## config.mk

```make
export PLATFORM = sky130hd
export DESIGN_NAME = display_scanner_flat
export DESIGN_NICKNAME = d
export VERILOG_FILES = /design/src/rtl/display_scanner_if.sv /design/src/rtl/display_scanner.sv /design/src/flat_wrapper.sv
export SDC_FILE = /design/constraint.sdc
export NUM_CORES = 1
export LEC_CHECK = 0
export ABC_CLOCK_PERIOD_IN_PS = 2200
export CAP_MARGIN = 10
export CORE_UTILIZATION = 45
export CTS_CLUSTER_DIAMETER = 50
export DETAILED_ROUTE_END_ITERATION = 6
export DONT_BUFFER_PORTS = 1
export GPL_ROUTABILITY_DRIVEN = 0
export GPL_TIMING_DRIVEN = 1
export PLACE_DENSITY = 0.65
export SKIP_LAST_GASP = 1
export SLEW_MARGIN = 20
export SYNTH_ARGS = -nofsm -noshare
export SYNTH_HDL_FRONTEND = slang
export SYNTH_SLANG_ARGS = --single-unit
```

## constraint.sdc

```tcl
create_clock -name clock_in -period 2.2 [get_ports clock_in]
set_input_delay 0.11 -clock clock_in [delete_from_list [all_inputs] [get_ports clock_in]]
set_output_delay 0.11 -clock clock_in [all_outputs]
set_load 0.02 [all_outputs]
```

## src/rtl/display_scanner_if.sv

```systemverilog
// display_scanner_if: scan control inputs and registered display-drive outputs
interface display_scanner_if;
  logic        tick;
  logic        enable;
  logic [15:0] digits_in;
  logic [3:0]  dots_in;
  logic [3:0]  anode;
  logic [6:0]  seg;
  logic        dp;
  logic [1:0]  digit_idx;
  logic        frame_done;
  modport master (output tick, enable, digits_in, dots_in,
                  input  anode, seg, dp, digit_idx, frame_done);
  modport slave  (input  tick, enable, digits_in, dots_in,
                  output anode, seg, dp, digit_idx, frame_done);
endinterface

```

## src/rtl/display_scanner.sv

```systemverilog
// display_scanner: 4-digit multiplexed 7-segment driver with dead time between digits
module display_scanner #(
  parameter int DEAD_CYCLES = 4
) (
  input logic             clock_in,
  input logic             reset,
  display_scanner_if.slave bus
);
  typedef enum logic [1:0] {IDLE, BLANK, SHOW} state_t;
  state_t      state, state_nxt;
  logic [7:0]  cnt, cnt_nxt;
  logic [1:0]  idx, idx_nxt;
  logic [15:0] frame, frame_nxt;
  logic [3:0]  dots, dots_nxt;
  logic        done_nxt;
  logic [3:0]  anode_nxt;
  logic [6:0]  seg_nxt;
  logic        dp_nxt;
  function automatic logic [6:0] hex7(input logic [3:0] n);
    case (n)
      4'h0: return 7'h40;
      4'h1: return 7'h79;
      4'h2: return 7'h24;
      4'h3: return 7'h30;
      4'h4: return 7'h19;
      4'h5: return 7'h12;
      4'h6: return 7'h02;
      4'h7: return 7'h78;
      4'h8: return 7'h00;
      4'h9: return 7'h10;
      4'hA: return 7'h08;
      4'hB: return 7'h03;
      4'hC: return 7'h46;
      4'hD: return 7'h21;
      4'hE: return 7'h06;
      default: return 7'h0E;
    endcase
  endfunction
  always_comb begin
    state_nxt = state;
    cnt_nxt   = cnt;
    idx_nxt   = idx;
    frame_nxt = frame;
    dots_nxt  = dots;
    done_nxt  = 1'b0;
    if (!bus.enable) begin
      state_nxt = IDLE;
      cnt_nxt   = '0;
      idx_nxt   = '0;
    end else begin
      case (state)
        IDLE: begin
          state_nxt = BLANK;
          idx_nxt   = '0;
          frame_nxt = bus.digits_in;
          dots_nxt  = bus.dots_in;
        end
        BLANK: begin
          state_nxt = (cnt == 8'(DEAD_CYCLES - 1)) ? SHOW : BLANK;
          cnt_nxt   = (cnt == 8'(DEAD_CYCLES - 1)) ? 8'd0 : cnt + 8'd1;
        end
        SHOW: if (bus.tick) begin
          state_nxt = BLANK;
          idx_nxt   = idx + 2'd1;
          done_nxt  = (idx == 2'd3);
          frame_nxt = (idx == 2'd3) ? bus.digits_in : frame;
          dots_nxt  = (idx == 2'd3) ? bus.dots_in : dots;
        end
        default: state_nxt = IDLE;
      endcase
    end
    // SHOW is only entered from BLANK or held, so idx/frame are already final here
    anode_nxt = (state_nxt == SHOW) ? ~(4'b0001 << idx) : 4'b1111;
    seg_nxt   = (state_nxt == SHOW) ? hex7(frame[{idx, 2'b00} +: 4]) : 7'h7F;
    dp_nxt    = (state_nxt == SHOW) ? ~dots[idx] : 1'b1;
  end
  always_ff @(posedge clock_in or posedge reset) begin
    if (reset) begin
      state          <= IDLE;
      cnt            <= '0;
      idx            <= '0;
      frame          <= '0;
      dots           <= '0;
      bus.anode      <= 4'b1111;
      bus.seg        <= 7'h7F;
      bus.dp         <= 1'b1;
      bus.frame_done <= 1'b0;
    end else begin
      state          <= state_nxt;
      cnt            <= cnt_nxt;
      idx            <= idx_nxt;
      frame          <= frame_nxt;
      dots           <= dots_nxt;
      bus.anode      <= anode_nxt;
      bus.seg        <= seg_nxt;
      bus.dp         <= dp_nxt;
      bus.frame_done <= done_nxt;
    end
  end
  assign bus.digit_idx = idx;
endmodule

```

## src/flat_wrapper.sv

```systemverilog
// flat-port wrapper written by rule: the top's interface ports become plain ports
module display_scanner_flat 
#(
  parameter int DEAD_CYCLES = 4
)
  (clock_in, reset, bus_tick, bus_enable, bus_digits_in, bus_dots_in, bus_anode, bus_seg, bus_dp, bus_digit_idx, bus_frame_done);
  display_scanner_if bus_i ();
  input logic clock_in;
  input logic reset;
  input wire logic [$bits(bus_i.tick)-1:0] bus_tick;
  input wire logic [$bits(bus_i.enable)-1:0] bus_enable;
  input wire logic [$bits(bus_i.digits_in)-1:0] bus_digits_in;
  input wire logic [$bits(bus_i.dots_in)-1:0] bus_dots_in;
  output wire logic [$bits(bus_i.anode)-1:0] bus_anode;
  output wire logic [$bits(bus_i.seg)-1:0] bus_seg;
  output wire logic [$bits(bus_i.dp)-1:0] bus_dp;
  output wire logic [$bits(bus_i.digit_idx)-1:0] bus_digit_idx;
  output wire logic [$bits(bus_i.frame_done)-1:0] bus_frame_done;
  assign bus_i.tick = bus_tick;
  assign bus_i.enable = bus_enable;
  assign bus_i.digits_in = bus_digits_in;
  assign bus_i.dots_in = bus_dots_in;
  assign bus_anode = bus_i.anode;
  assign bus_seg = bus_i.seg;
  assign bus_dp = bus_i.dp;
  assign bus_digit_idx = bus_i.digit_idx;
  assign bus_frame_done = bus_i.frame_done;
  display_scanner #(.DEAD_CYCLES(DEAD_CYCLES)) u_core (.clock_in(clock_in), .reset(reset), .bus(bus_i));
endmodule
```

==> flow_results.org <==
** Timing
- Share of the clock period used by the worst path after layout :: 0.919
- Post-route setup TNS :: 0 ns
- The clock arrives with 0.00391 ns of skew.
- Minimum hold slack :: 0.0123 ns
- Max-slew violation count :: 0
- Min cycle time layout :: 2.02 ns
- RSZ-0062 raised after global routing :: false
- Slew at the pin with the worst max-slew slack :: 0.805 ns
- Final setup vio count :: 0
- Relative slew slack :: 0.460
- Final Hold Violating Endpoints :: 0
- Highest Clock Rate :: 495 MHz

** Synthesis
- Syn Std Cell Area :: 2340 um2
- Nets in the synthesized netlist :: 228
- Synth Area per Inst :: 12.1 um2
- The largest total area in the synthesized netlist belongs to dfrtp_1.
- After synthesis the netlist holds a flip-flop and latch count of 45.
- For this run, the leading register cell type out of synthesis is dfrtp_1.
- The synthesized design contains 0 enable-type register cells.
- Counting flops with an async set or reset pin after synthesis yields a share of 1.00.
- By area the synthesized netlist is led by dfrtp_1 (35%), dfstp_2 (13%), mux2_2 (11%).
- Share of the yosys chip area belonging to registers :: 0.488
- Warnings, synthesis :: 0
- Post-synthesis cell type count :: 41
- Of the post-synthesis cell area, the dominant cell type holds 0.354.
- After technology mapping, the gate count stands at 193.

** Layout
- Commonest cells after routing, fill and taps aside :: dfrtp_1 (32), mux2_2 (23), dlygate4sd3_1 (23), nand2_1 (21), dfstp_2 (12)
- Footprint of the flip-flops and latches :: 1140 um2
- In the final layout, the multi-input gates occupy 1130 um2.
- Inserted Diodes :: 0
- # fillers :: 398
- Net count of the finished layout :: 258
- Most frequent standard cell in the layout excluding fill and tap cells :: dfrtp_1
- In the final layout, the share of cells above drive strength 1 is 0.272.
- Compared with the post-synthesis result, the final layout area differs by 19.4%.

** Die
- The total area inside the core boundary comes to 4850 um2.
- DIE AREA :: 5480 um2
- Standard-cell row count :: 25
- From bottom edge to top edge, the die measures 74.1 um.
- 39 I/O pins were placed.
- For this configuration, the core starts out at a cell density of 0.482.
- Chip width :: 74.1 um

** Clocking
- The clock tree synthesis step divided the H-tree into 2 levels.
- The clock passes through at most 2 buffers.
- Clock latency reported for the late side of the worst-skew pair :: 0.30 ns
- Clock tree root buffer cell :: clkbuf_8
- TritonCTS built the clock tree.
- Post-CTS clock slew at the launch and capture registers of the worst setup and hold paths :: 0.08 ns
- Total CTS buffers :: 5
- CTS Sinks :: 45

** GRT
- The first global-routing pass estimated 7.35 mm of wire.
- The via count of the first global-routing pass is 1539.
- Summed over all layers, the global routing overflow is 0.
- Number of antenna violations at the first check in global routing :: 0
- Largest net degree at the start of global routing :: 25
- Across every metal layer, demand over resource in global routing totals 0.180.

** Drt
- Routed wire length :: 4.35 mm
- After detailed routing, the number of vias per cell comes to 5.27.
- After the first detailed-routing iteration, the DRC count stood at 80.
- For this run, the detailed router's first-pass iteration total came to 4.
- In the routed design, unresolved DRC markers number 0.
- The routed layout has 1533 vias.
- In the final routed layout, each cell accounts on average for 15.0 um.
- Antenna Violating Nets Remaining :: 0

** Critical path
- Data arrival time of the critical path :: 2.22 ns
- The worst setup path is captured at a flop.
- Across all register-to-register paths, the minimum setup slack is 0.18 ns.
- The startpoint identified for the worst register-to-register timing path is u_core.bus.digit_idx[0].
- Maximum fanout along the worst path :: 5
- Worst setup path startpoint :: u_core.bus.digit_idx[0]
- STA classifies the critical path startpoint as a flop.
- Type of the worst setup path :: flop to flop
- Worst setup path endpoint :: u_core.bus.seg[0]
- Counting cells, the worst reg-to-reg path comes to 6.
- In this run the critical register-to-register path is captured at u_core.bus.seg[0].
- For the worst setup path, the data required time is 2.40 ns.

** Power and ir drop
- Power Density :: 823 nW/um2
- IR analysis of the VDD net gives a maximum drop of 0.000442 V.
- Summed over all cells, the static leakage comes to 1.13 nW.

** Placed design
- Buffers placed on the I/O ports in this run total 0.
- Detailed placement HPWL :: 3.16 mm

** Run
- Reported max-cap violation count :: 0

** Run status
- The flow ran to the end, and the final reports show no timing, DRC or antenna violations.

** Min path
- Path category of the worst min-delay check :: input port to flop
-- cell usage after synthesis, drive strengths merged, types with 2 or more instances --
library cell / number
dfrtp: 33
mux2: 24
nand2: 21
dfstp: 12
ha: 11
mux2i: 9
nand3: 9
buf: 7
o21ai: 7
xor2: 6
a21oi: 5
inv: 5
mux4: 5
nor2: 5
nor2b: 5
and2: 4
o311ai: 3
a21boi: 2
nand3b: 2
nor3: 2
o31ai: 2
-- kinds of logic after synthesis --
kind of cell / Yosys count / synth area share
compound gates: 25 / 0.0739
xor+xnor: 7 / 0.0262
fa+ha+maj: 11 / 0.0589
buf+inv: 12 / 0.0305
flops: 45 / 0.488
mux: 38 / 0.204
simple gates: 55 / 0.118
-- worst min path at each step --
stage | startpoint | endpoint | slack [ns] | cells past startpoint
floorplan | bus_enable | u_core.bus.digit_idx[0] | 0.24 | 1
global placement | reset | u_core.dots[0] | 0.07 | 1
detailed placement | reset | u_core.dots[0] | 0.09 | 1
CTS | bus_tick | u_core.state[0] | 0.009 | 2
global route | bus_enable | u_core.bus.frame_done | 0.03 | 2
finish | bus_tick | u_core.state[0] | 0.01 | 2
-- final cells by class --
type	count	area share
sequential	45	0.410
multi-input combinational	136	0.404
timing repair buffer	30	0.101
tap	67	0.0301
clock buffer	5	0.0247
clock inverter	3	0.0233
inverter	5	0.00673
-- worst max-delay path, stage by stage, from the launching register on --
cell     delay, ns
dfrtp_2       0.42
mux4_2        0.59
inv_1         0.16
ha_1          0.21
nor3_1        0.07
o21a_1        0.20
o31ai_1       0.28
-- per-stage QoR --
stage / cells / cell area (um2) / power (mW) / util / setup slack, ns
global placement: 260 / 2420 / 1.51 / 0.500 / 0.282
finish: 291 / 2790 / 2.30 / 0.575 / 0.179
global route: 291 / 2790 / 2.42 / 0.575 / 0.0538
CTS: 291 / 2790 / 2.31 / 0.575 / 0.121
detailed placement: 260 / 2420 / 1.55 / 0.500 / 0.139
floorplan: 193 / 2340 / 1.45 / - / 0.140
-- routing by layer --
metal,global-route usage,wire length (um),up-vias,part of all wire
met5,0,0,-,0
met4,0.0598,72,0,0.017
met3,0.0501,217,8,0.050
met2,0.279,2010,46,0.46
met1,0.245,2050,730,0.47
li1,-,-,749,-
-- sequential cells by signal, indices dropped and copies added (netlist names), 2 cells and up --
register / count
u_core.dots: 4
u_core.bus.anode: 4
u_core.bus.seg: 7
u_core.state: 2
u_core.frame: 16
u_core.bus.digit_idx: 2
u_core.cnt: 8
-- repair_timing --
action | in CTS | in global routing
endpoints found under the hold margin | 47 | 0
gates resized for setup | 0 | 1
hold buffers | 23 | 0
setup buffers | 0 | 0
endpoints found under the setup margin | 0 | 1
-- power breakdown --
group / internal [mW] / switching (mW)
registers: 0.940 / 0.0982
logic: 0.284 / 0.247
clock network: 0.451 / 0.276
Power figures use the tool's default switching activity.
